**src/rtl/ex_muldiv_if.sv**
```systemverilog
// ex_muldiv_if: issue/writeback bundle between id_ex, ex_muldiv and regs.
// master drives the instruction side, slave is the execute unit.
interface ex_muldiv_if #(
  parameter int XLEN = 32
);
  logic [31:0]     inst_i;
  logic [XLEN-1:0] op1_i;
  logic [XLEN-1:0] op2_i;
  logic [4:0]      rd_addr_i;
  logic            flush_i;
  logic [4:0]      rd_addr_o;
  logic [XLEN-1:0] rd_data_o;
  logic            rd_wen_o;
  logic            hold_flag_o;
  logic            busy_o;

  modport master (
    output inst_i, op1_i, op2_i, rd_addr_i, flush_i,
    input  rd_addr_o, rd_data_o, rd_wen_o, hold_flag_o, busy_o
  );

  modport slave (
    input  inst_i, op1_i, op2_i, rd_addr_i, flush_i,
    output rd_addr_o, rd_data_o, rd_wen_o, hold_flag_o, busy_o
  );
endinterface

```
**src/rtl/ex_muldiv.sv**
```systemverilog
// ex_muldiv: multi-cycle RV32M unit (shift-add mul, restoring div).
// Define MULDIV_FAST_MUL_EN for a single-cycle multiplier.
module ex_muldiv #(
  parameter int XLEN           = 32,
  parameter int BITS_PER_CYCLE = 1
) (
  input logic        clk,
  input logic        rst,
  ex_muldiv_if.slave bus
);
  localparam int STEPS = XLEN / BITS_PER_CYCLE;
  localparam int CW = (STEPS > 1) ? $clog2(STEPS) : 1;
  localparam logic [CW-1:0] LAST = CW'(STEPS - 1);
  localparam logic [XLEN-1:0] MIN = {1'b1, {(XLEN-1){1'b0}}};

  typedef enum logic [1:0] {S_IDLE, S_CALC, S_DONE} state_t;
  state_t state_q, state_d;

  logic [2:0]      f3_q;
  logic [4:0]      rd_q;
  logic            neg_q;
  logic            spec_q;
  logic [XLEN-1:0] b_q;
  logic [XLEN-1:0] res_q;
  logic [2*XLEN:0] p_q;
  logic [2*XLEN:0] p_nx;
  logic [CW-1:0]   cnt_q;

  logic            is_md, start, is_div;
  logic            s1, s2, a_neg, b_neg;
  logic            special, fast_go, start_neg;
  logic [2:0]      f3;
  logic [XLEN-1:0] op1, op2, abs_a, abs_b;
  logic [XLEN-1:0] spec_val, start_res;
  logic [XLEN:0]   sum;
  logic [2*XLEN-1:0] prod;
  logic [XLEN-1:0] dsel, result;
  logic            done_ok;
  logic            unused_bits;

  assign op1    = bus.op1_i;
  assign op2    = bus.op2_i;
  assign f3     = bus.inst_i[14:12];
  assign is_md  = (bus.inst_i[6:0] == 7'b0110011) &&
                  (bus.inst_i[31:25] == 7'b0000001);
  assign start  = (state_q == S_IDLE) && is_md &&
                  !bus.flush_i && !rst;
  assign is_div = f3[2];

  assign s1 = is_div ? !f3[0] : (f3 == 3'b001 || f3 == 3'b010);
  assign s2 = is_div ? !f3[0] : (f3 == 3'b001);
  assign a_neg = s1 && op1[XLEN-1];
  assign b_neg = s2 && op2[XLEN-1];
  assign abs_a = a_neg ? -op1 : op1;
  assign abs_b = b_neg ? -op2 : op2;

  // remainder follows the dividend, everything else the xor of signs
  assign start_neg = (is_div && f3[1]) ? a_neg : (a_neg ^ b_neg);

  assign special = is_div && ((op2 == '0) ||
                   (!f3[0] && op1 == MIN && op2 == '1));
  assign spec_val = (op2 == '0) ? (f3[1] ? op1 : '1)
                                : (f3[1] ? '0 : op1);

  assign unused_bits = ^{bus.inst_i[24:15], bus.inst_i[11:7]};

`ifdef MULDIV_FAST_MUL_EN
  logic signed [2*XLEN+1:0] fa, fb, fprod;
  logic unused_fast;
  assign fa = (2*XLEN+2)'($signed({s1 && op1[XLEN-1], op1}));
  assign fb = (2*XLEN+2)'($signed({s2 && op2[XLEN-1], op2}));
  assign fprod = fa * fb;
  assign unused_fast = ^fprod[2*XLEN+1:2*XLEN];
  assign fast_go = special || !is_div;
  assign start_res = special ? spec_val :
                     (f3 == 3'b000) ? fprod[XLEN-1:0]
                                    : fprod[2*XLEN-1:XLEN];
`else
  assign fast_go   = special;
  assign start_res = spec_val;
`endif

  // state register
  always_ff @(posedge clk or posedge rst) begin
    if (rst) state_q <= S_IDLE;
    else     state_q <= state_d;
  end

  // next-state: flush aborts CALC/DONE, DONE lasts one cycle
  always_comb begin
    state_d = state_q;
    unique case (state_q)
      S_IDLE: if (start) state_d = fast_go ? S_DONE : S_CALC;
      S_CALC: begin
        if (bus.flush_i)        state_d = S_IDLE;
        else if (cnt_q == LAST) state_d = S_DONE;
      end
      S_DONE:  state_d = S_IDLE;
      default: state_d = S_IDLE;
    endcase
  end

  // one CALC step: BITS_PER_CYCLE shift-add or restoring sub-steps
  always_comb begin
    p_nx = p_q;
    sum  = '0;
    for (int i = 0; i < BITS_PER_CYCLE; i++) begin
      if (f3_q[2]) begin
        p_nx = p_nx << 1;
        if (p_nx[2*XLEN:XLEN] >= {1'b0, b_q}) begin
          p_nx[2*XLEN:XLEN] = p_nx[2*XLEN:XLEN] - {1'b0, b_q};
          p_nx[0] = 1'b1;
        end
      end else begin
        sum  = p_nx[2*XLEN:XLEN] + (p_nx[0] ? {1'b0, b_q} : '0);
        p_nx = {sum, p_nx[XLEN-1:0]} >> 1;
      end
    end
  end

  // operand latch at start, iteration in CALC
  always_ff @(posedge clk or posedge rst) begin
    if (rst) begin
      f3_q   <= '0;
      rd_q   <= '0;
      neg_q  <= 1'b0;
      spec_q <= 1'b0;
      b_q    <= '0;
      res_q  <= '0;
      p_q    <= '0;
      cnt_q  <= '0;
    end else if (start) begin
      f3_q   <= f3;
      rd_q   <= bus.rd_addr_i;
      neg_q  <= start_neg;
      spec_q <= fast_go;
      b_q    <= is_div ? abs_b : abs_a;
      res_q  <= start_res;
      p_q    <= {{(XLEN+1){1'b0}}, is_div ? abs_a : abs_b};
      cnt_q  <= '0;
    end else if (state_q == S_CALC) begin
      p_q   <= p_nx;
      cnt_q <= cnt_q + 1'b1;
    end
  end

  // final sign fix-up and result selection
  always_comb begin
    prod = neg_q ? -p_q[2*XLEN-1:0] : p_q[2*XLEN-1:0];
    dsel = f3_q[1] ? p_q[2*XLEN-1:XLEN] : p_q[XLEN-1:0];
    if (neg_q) dsel = -dsel;
    if (spec_q)       result = res_q;
    else if (f3_q[2]) result = dsel;
    else if (f3_q == 3'b000) result = prod[XLEN-1:0];
    else              result = prod[2*XLEN-1:XLEN];
  end

  assign done_ok = (state_q == S_DONE) && !bus.flush_i;

  assign bus.rd_wen_o    = done_ok;
  assign bus.rd_addr_o   = done_ok ? rd_q : '0;
  assign bus.rd_data_o   = done_ok ? result : '0;
  assign bus.hold_flag_o = start || (state_q == S_CALC);
  assign bus.busy_o      = (state_q != S_IDLE);
endmodule

```
**src/flat_wrapper.sv**
```systemverilog
// flat-port wrapper written by rule: the top's interface ports become plain ports
module ex_muldiv_flat 
#(
  parameter int XLEN           = 32,
  parameter int BITS_PER_CYCLE = 1
)
  (clk, rst, bus_inst_i, bus_op1_i, bus_op2_i, bus_rd_addr_i, bus_flush_i, bus_rd_addr_o, bus_rd_data_o, bus_rd_wen_o, bus_hold_flag_o, bus_busy_o);
  ex_muldiv_if #(.XLEN(XLEN)) bus_i ();
  input logic clk;
  input logic rst;
  input wire logic [$bits(bus_i.inst_i)-1:0] bus_inst_i;
  input wire logic [$bits(bus_i.op1_i)-1:0] bus_op1_i;
  input wire logic [$bits(bus_i.op2_i)-1:0] bus_op2_i;
  input wire logic [$bits(bus_i.rd_addr_i)-1:0] bus_rd_addr_i;
  input wire logic [$bits(bus_i.flush_i)-1:0] bus_flush_i;
  output wire logic [$bits(bus_i.rd_addr_o)-1:0] bus_rd_addr_o;
  output wire logic [$bits(bus_i.rd_data_o)-1:0] bus_rd_data_o;
  output wire logic [$bits(bus_i.rd_wen_o)-1:0] bus_rd_wen_o;
  output wire logic [$bits(bus_i.hold_flag_o)-1:0] bus_hold_flag_o;
  output wire logic [$bits(bus_i.busy_o)-1:0] bus_busy_o;
  assign bus_i.inst_i = bus_inst_i;
  assign bus_i.op1_i = bus_op1_i;
  assign bus_i.op2_i = bus_op2_i;
  assign bus_i.rd_addr_i = bus_rd_addr_i;
  assign bus_i.flush_i = bus_flush_i;
  assign bus_rd_addr_o = bus_i.rd_addr_o;
  assign bus_rd_data_o = bus_i.rd_data_o;
  assign bus_rd_wen_o = bus_i.rd_wen_o;
  assign bus_hold_flag_o = bus_i.hold_flag_o;
  assign bus_busy_o = bus_i.busy_o;
  ex_muldiv #(.XLEN(XLEN), .BITS_PER_CYCLE(BITS_PER_CYCLE)) u_core (.clk(clk), .rst(rst), .bus(bus_i));
endmodule
```
**config.mk**
```make
export PLATFORM = sky130hd
export DESIGN_NAME = ex_muldiv_flat
export DESIGN_NICKNAME = d
export VERILOG_FILES = /design/src/rtl/ex_muldiv_if.sv /design/src/rtl/ex_muldiv.sv /design/src/flat_wrapper.sv
export SDC_FILE = /design/constraint.sdc
export NUM_CORES = 1
export LEC_CHECK = 0
export BUFFER_PORTS_ARGS = -buffer_cell sky130_fd_sc_hd__clkbuf_2
export CORE_MARGIN = 5
export CORE_UTILIZATION = 50
export DETAILED_ROUTE_END_ITERATION = 16
export GPL_ROUTABILITY_DRIVEN = 0
export MAX_ROUTING_LAYER = met4
export PLACE_DENSITY = 0.69
export RECOVER_POWER = 100
export SETUP_SLACK_MARGIN = 0.15
export SLEW_MARGIN = 10
export SYNTH_ARGS = -nofsm -noshare
export SYNTH_HDL_FRONTEND = slang
export SYNTH_SLANG_ARGS = --single-unit
```
**constraint.sdc**
```tcl
create_clock -name clk -period 7.9 [get_ports clk]
set_clock_uncertainty 0.15 [all_clocks]
set_input_delay 1.975 -clock clk [delete_from_list [all_inputs] [get_ports clk]]
set_output_delay 1.975 -clock clk [all_outputs]
set_load 0.02 [all_outputs]
```
==> results of run 1 <==
-- power breakdown --
group	total, mW	switching, mW	internal [mW]
Combinational	0.382	0.233	0.149
Clock	0.882	0.370	0.512
Sequential	0.806	0.0444	0.761
Total	2.07	0.647	1.42
-- stage by stage --
stage               util (%)  setup WS [ns]
floorplan                  -           1.66
global placement        52.9           1.89
detailed placement      52.9           1.87
CTS                     54.9           1.48
global route            54.5          0.631
finish                  54.5          0.727
-- layer usage --
metal / routed length, µm / vias up / GRT usage, %
met5: 0 / - / -
met4: 2660 / 0 / 13.2
met3: 5480 / 170 / 5.01
met2: 24500 / 959 / 46.7
met1: 23700 / 7975 / 42.3
li1: - / 7916 / -
-- layout by cell type (no fill, tap or decap), drive strengths merged, types with 12 or more instances in the layout --
cell | Yosys | final
o31ai | 37 | 37
or4 | 19 | 19
xor2 | 88 | 88
nor2 | 212 | 212
nor4 | 19 | 19
buf | 28 | 15
a22oi | 16 | 16
nand2b | 13 | 13
clkbuf | 146 | 157
ha | 71 | 71
maj3 | 19 | 19
o21ai | 212 | 212
mux2i | 79 | 79
xnor2 | 113 | 113
nand3 | 60 | 60
a211oi | 23 | 23
dfrtp | 146 | 146
and2 | 12 | 12
nand4 | 23 | 23
nand2 | 244 | 244
o221ai | 35 | 35
or3 | 23 | 23
inv | 85 | 89
o41ai | 12 | 12
a31oi | 28 | 28
o211ai | 20 | 20
nor3 | 44 | 44
a21o | 38 | 38
and3 | 15 | 15
a21oi | 177 | 177
-- path summary, 6_finish.rpt --
check	start	endpoint	slack [ns]	cells after the start
min reg2reg	u_core.res_q[20]	u_core.res_q[20]	0.33	2
min in group asynchronous	rst	u_core.b_q[29]	2.68	2
min	u_core.res_q[20]	u_core.res_q[20]	0.33	2
max	bus_flush_i	bus_rd_data_o[21]	0.73	8
max reg2reg	u_core.p_q[0]	u_core.p_q[63]	2.29	14
max in group asynchronous	rst	u_core.f3_q[2]	2.11	3
-- flip-flops by register name (all words and copies together), names as in the netlist --
signal	cells
u_core.state_q	2
u_core.p_q	65
u_core.cnt_q	5
u_core.spec_q	1
u_core.f3_q	3
u_core.rd_q	5
u_core.neg_q	1
u_core.b_q	32
u_core.res_q	32
-- layout make-up --
| class | instances | area, µm² |
|---|---|---|
| clock inverter | 13 | 175 |
| fill | 3063 | 14400 |
| sequential | 146 | 3660 |
| timing repair buffer | 153 | 747 |
| clock buffer | 19 | 443 |
| multi-input combinational | 1790 | 11400 |
| tap | 402 | 503 |
| inverter | 87 | 328 |
-- worst reg2reg max path: stages (launching register included) --
cell	delay, ns
dfrtp_1	0.47
inv_1	0.11
clkbuf_1	1.35
nor2_1	0.18
ha_1	0.41
and2_0	0.21
or4_1	0.43
o211ai_1	0.19
o211ai_1	0.28
a311oi_1	0.38
clkbuf_1	0.30
o21ai_0	0.32
or3_1	0.44
a31oi_1	0.17
a22o_1	0.15
-- kinds of logic after synthesis --
family | count (synthesis)
AND/OR/NAND/NOR | 737
AO/OA/AOI/OAI | 675
buffers and inverters | 261
XOR/XNOR | 201
flip-flops | 146
adder cells (fa/ha/maj) | 92
multiplexers | 85
==> summary.md, run 1 <==
| Metric | Value |
|---|---|
| Status | finished, violations left |
| Xor/xnor share of the synthesized area | 10.9% |
| First-pass GRT wire length | 87,400 µm |
| CP Cell Sequence | clkbuf_1 > nor2_1 > nand2_1 > clkinv_1 > clkbuf_1 > o21ai_0 > a21oi_1 > clkbuf_1 |
| Antenna cells | 0 |
| Hold Fails Final Rpt | 0 |
| Cells after DPL | 2,578 |
| Reg clk slew, reported paths | 0.07 ns |
| Post-synthesis mux area share | 5.33% |
| Fin cells | 2,610 |
| Routed Antenna Nets | 0 |
| Final Hold Slack | 0.328 ns |
| TNS Setup | 0 ns |
| Synth Instances | 2,197 |
| Post-synth EDFFs | 0 |
| Clk buf depth | 2 |
| PD cells | 120 nW/µm² |
| CP dominant cell by count | clkbuf_1 |
| Hold-fix buffers, CTS | 0 |
| I/O Buffers | 128 |
| Dpl cell area | 16,800 µm² |
| Core Region | 31,700 µm² |
| Detailed placement HPWL | 42,200 µm |
| Nets | 2,372 |
| Vias in the first global route | 15,800 |
| Crit path max-delay cell type | clkbuf_1 |
| DRT Pass-1 Iters | 6 |
| CP startpoint kind | input pin |
| Hold/Removal Path Class | reg2reg |
| Post-Synthesis Cell Area | 16,100 µm² |
| Largest family of logic cells by synthesized area | compound AO/OA/AOI/OAI gates |
| Clock root buffer master | clkbuf_16 |
| Slew headroom | -193% |
| Asr flop ratio synth | 100% |
| Crit path largest cell delay | 1.08 ns |
| CTS Buf Count | 17 |
| CTS tree | built |
| Pleak | 7.17 nW |
| Worst-Skew Late Latency | 0.45 ns |
| Worst path top cell family by delay | buffers and inverters |
| Count of final setup violators | 0 |
| #FFs+latches synth | 146 |
| DR WL/cell | 21.6 µm |
| Post-CTS Setup Repair Bufs | 0 |
| Yosys top cell by area | dfrtp_1 |
| Share of layout cells above drive strength 1 | 7.84% |
| Count leader, synth | nand2_1 |
| Pin count of the biggest net entering global routing | 115 |
| Mean area per synthesized cell | 7.33 µm² |
| Distinct cells, synth | 84 |
| Starting density of the core | 50.8% |
| RSZ-0062 raised after global routing | no |
| Post-synth top area share | 22.7% |
| Post-synthesis sequential area ratio | 22.7% |
| Initial antenna violation count | 0 |
| Area Overhead vs Synth | 7.24% |
| Post-layout min period | 7.17 ns |
| Post-synthesis compound-gate area fraction | 26.2% |
| Adder-Cell Fraction of Synth Area | 6.94% |
| Fin crit share | 90.8% |
| F_max | 0.139 GHz |
| Post-synth top cells | nand2_1, o21ai_0, nor2_1 |
| Via Count | 17,000 |
| Nature of the critical path endpoint | output pin |
| CP max FO | 27 |
| Synth Net Count | 2,374 |
| Maximum vdd ir drop | 0.111 mV |
| Worst slew pin tran | 4.37 ns |
| Iteration-0 DRC Markers | 2,113 |
| Top cells by area, synth | dfrtp_1, o21ai_0, xnor2_1 |
| CP Buf/Inv Count | 4 |
| Failing checks | capacitance limit, slew limit |
| Simple logic cell fraction of the synthesized area | 21.6% |
| Chip height | 190 µm |
| # resized after CTS | 0 |
| Post-synth top flop | dfrtp_1 |
| Residual DRC | 0 |
| Critical path arrival | 5.05 ns |
| Sink Count | 146 |
| Max cap viols | 6 |
| Max-slew violation count | 323 |
| Critical Path RT | 5.78 ns |
| Total Power | 2.07 mW |
| Finished Cell Area | 17,300 µm² |
| Via-to-Cell Ratio | 6.52 |
| DIE AREA | 35,900 µm² |
| Setup CP Type | in2out |
| GRT Total Usage | 31.3% |
| Yosys warnings | 0 |
| Ports | 144 |
| Row cnt | 65 |
| Congestion Overflow GR | 0 |
| Drt total wl | 56,400 µm |
| H-tree depth | 4 |
| Die X | 190 µm |
Note: power is estimated with default switching activity, not from simulation.
==> inputs of run 2 (changes only) <==
--- a/config.mk
+++ b/config.mk
@@ -6,15 +6,18 @@
 export NUM_CORES = 1
 export LEC_CHECK = 0
 export BUFFER_PORTS_ARGS = -buffer_cell sky130_fd_sc_hd__clkbuf_2
+export CELL_PAD_IN_SITES_DETAIL_PLACEMENT = 0
+export CELL_PAD_IN_SITES_GLOBAL_PLACEMENT = 1
+export CORE_ASPECT_RATIO = 0.9
 export CORE_MARGIN = 5
-export CORE_UTILIZATION = 50
+export CORE_UTILIZATION = 49
 export DETAILED_ROUTE_END_ITERATION = 16
 export GPL_ROUTABILITY_DRIVEN = 0
 export MAX_ROUTING_LAYER = met4
-export PLACE_DENSITY = 0.69
+export PLACE_DENSITY_LB_ADDON = 0.1
 export RECOVER_POWER = 100
 export SETUP_SLACK_MARGIN = 0.15
-export SLEW_MARGIN = 10
+export SLEW_MARGIN = 20
 export SYNTH_ARGS = -nofsm -noshare
 export SYNTH_HDL_FRONTEND = slang
 export SYNTH_SLANG_ARGS = --single-unit
==> run 2 against run 1 <==
Critical path type unchanged; combinational power is 2% higher; flip-flop and latch count stayed put; sequential share of layout area hardly changed; clock power is 11% lower; the flow still finishes with violations (capacitance limit, slew limit).
==> summary.md, run 2 (synthesis gave the netlist of run 1 again) <==
| Metric | Value |
|---|---|
| Sink Count | 146 |
| Routed Antenna Nets | 0 |
| Crit. Startpoint | bus_flush_i |
| Largest Register | u_core.p_q |
| Row cnt | 63 |
| # resized after CTS | 0 |
| Worst reg2reg path depth | 4 |
| Commonest non-fill, non-tap cell in the layout | nand2_1 |
| M1 WL | 27,800 µm |
| Worst-Skew Late Latency | 0.45 ns |
| Vias in the first global route | 15,700 |
| Detailed placement HPWL | 44,400 µm |
| Failing checks | capacitance limit, slew limit |
| Via-to-Cell Ratio | 6.37 |
| Met3 wire length | 4580 µm |
| Max-slew violation count | 386 |
| I/O Buffers | 128 |
| GRT Total Usage | 32.2% |
| Setup CP Type | in2out |
| Hold Crit Start | u_core.rd_q[0] |
| RSZ-0062 raised after global routing | no |
| CTS Buf Count | 17 |
| Worst R2R End | u_core.p_q[11] |
| Filler instances | 3,295 |
| Worst slew pin tran | 4.65 ns |
| Count of final setup violators | 0 |
| Max reg flops | 65 |
| Maximum vdd ir drop | 0.132 mV |
| Die X | 201 µm |
| DR WL/cell | 22.4 µm |
| Most frequent cells in the layout | nand2_1, o21ai_0, nor2_1 |
| Fin crit share | 91.4% |
| Area Overhead vs Synth | 7.24% |
| TNS Setup | 0 ns |
| Crit path largest cell delay | 1.01 ns |
| Max cap viols | 6 |
| Residual DRC | 0 |
| Nature of the critical path endpoint | output pin |
| Starting density of the core | 49.3% |
| Final Hold Slack | 0.318 ns |
| Core Region | 32,700 µm² |
| Status | finished, violations left |
| First-pass GRT wire length | 91,100 µm |
| Drt total wl | 59,000 µm |
| CP startpoint kind | input pin |
| H-tree depth | 4 |
| Reg clk slew, reported paths | 0.07 ns |
| Via Count | 16,800 |
| Highest layer used for signal routing | met4 |
| WHS Endpoint | u_core.rd_q[0] |
| Pin count of the biggest net entering global routing | 116 |
| CP Cell Sequence | clkbuf_1 > nor2_1 > nand2_1 > clkinv_1 > clkbuf_1 > o21ai_0 > a21oi_1 > clkbuf_1 |
| Share of layout cells above drive strength 1 | 8.23% |
| Final worst setup slack | 0.683 ns |
| Ports | 144 |
| Hold path depth | 2 |
| F_max | 0.139 GHz |
| Hold Fails Final Rpt | 0 |
| Largest registers | u_core.p_q (65), u_core.b_q (32), u_core.res_q (32) |
| Hold-fix buffers, CTS | 0 |
| Critical path arrival | 5.09 ns |
| Clk buf depth | 2 |
| Iteration-0 DRC Markers | 1,782 |
| Slew headroom | -210% |
| Clock root buffer master | clkbuf_16 |
| DRT Pass-1 Iters | 7 |
| Met2 WL post-DR | 25,000 µm |
| CP dominant cell by count | clkbuf_1 |
| Setup slack at placement | 1.36 ns |
| Initial antenna violation count | 0 |
| Post-CTS Setup Repair Bufs | 0 |
| R2R setup slack | 2.42 ns |
| Hold/Removal Path Class | reg2reg |
| DIE AREA | 36,600 µm² |
| Critical Path RT | 5.78 ns |
| CP max FO | 24 |
| Reg2reg start | u_core.state_q[1] |
| Pleak | 7.17 nW |
| Congestion Overflow GR | 0 |
| CTS tree | built |
| Nets | 2,375 |
| PD cells | 115 nW/µm² |
| Chip height | 182 µm |
| Post-layout min period | 7.22 ns |
| Crit path max-delay cell type | clkbuf_1 |
-- run 2: worst max-delay path: cells and delay by family --
kind / cells / cell delay, ns
AO/OA/AOI/OAI: 2 / 0.76
buffers and inverters: 4 / 1.62
AND/OR/NAND/NOR: 2 / 0.72
-- run 2: final cells by class --
class | count | area, µm² | area share (%)
Sequential cell | 146 | 3660 | 21.2
Clock inverter | 14 | 106 | 0.615
Clock buffer | 18 | 429 | 2.48
Multi-Input combinational cell | 1790 | 11400 | 66.2
Tap cell | 422 | 528 | 3.06
Inverter | 87 | 328 | 1.90
Timing Repair Buffer | 156 | 785 | 4.54
Antenna cell | 1 | 2.50 | 0.0145
-- run 2: routing by layer --
| layer | GRT usage (%) | vias to the layer above |
|---|---|---|
| li1 | - | 7933 |
| met1 | 46.9 | 7987 |
| met2 | 47.0 | 756 |
| met3 | 4.11 | 93 |
| met4 | 8.89 | 0 |
| met5 | - | - |
-- run 2: worst max path at each step --
stage	end	slack (ns)
after floorplan	bus_rd_data_o[14]	1.66
after CTS	bus_rd_data_o[14]	0.87
after global placement	bus_rd_data_o[14]	1.38
after global routing	bus_rd_data_o[21]	0.48
after detailed placement	bus_rd_data_o[14]	1.36
final	bus_rd_data_o[21]	0.68
-- run 2: metrics by stage --
step | utilization, % | power (mW) | area [µm²] | cells
after floorplan | - | 1.07 | 16100 | 2197
after global placement | 51.5 | 1.20 | 16800 | 2601
after detailed placement | 51.5 | 1.20 | 16800 | 2601
after CTS | 53.1 | 1.98 | 17400 | 2633
after global routing | 52.8 | 2.06 | 17300 | 2633
final | 52.8 | 1.98 | 17300 | 2634
-- run 2: power by group --
group          internal (mW)  total, mW  switching [mW]  leakage [nW]
Combinational          0.149      0.391           0.242          5.11
Clock                  0.405      0.786           0.381         0.247
Sequential             0.761      0.806          0.0451          1.82
Total                   1.32       1.98           0.668          7.17
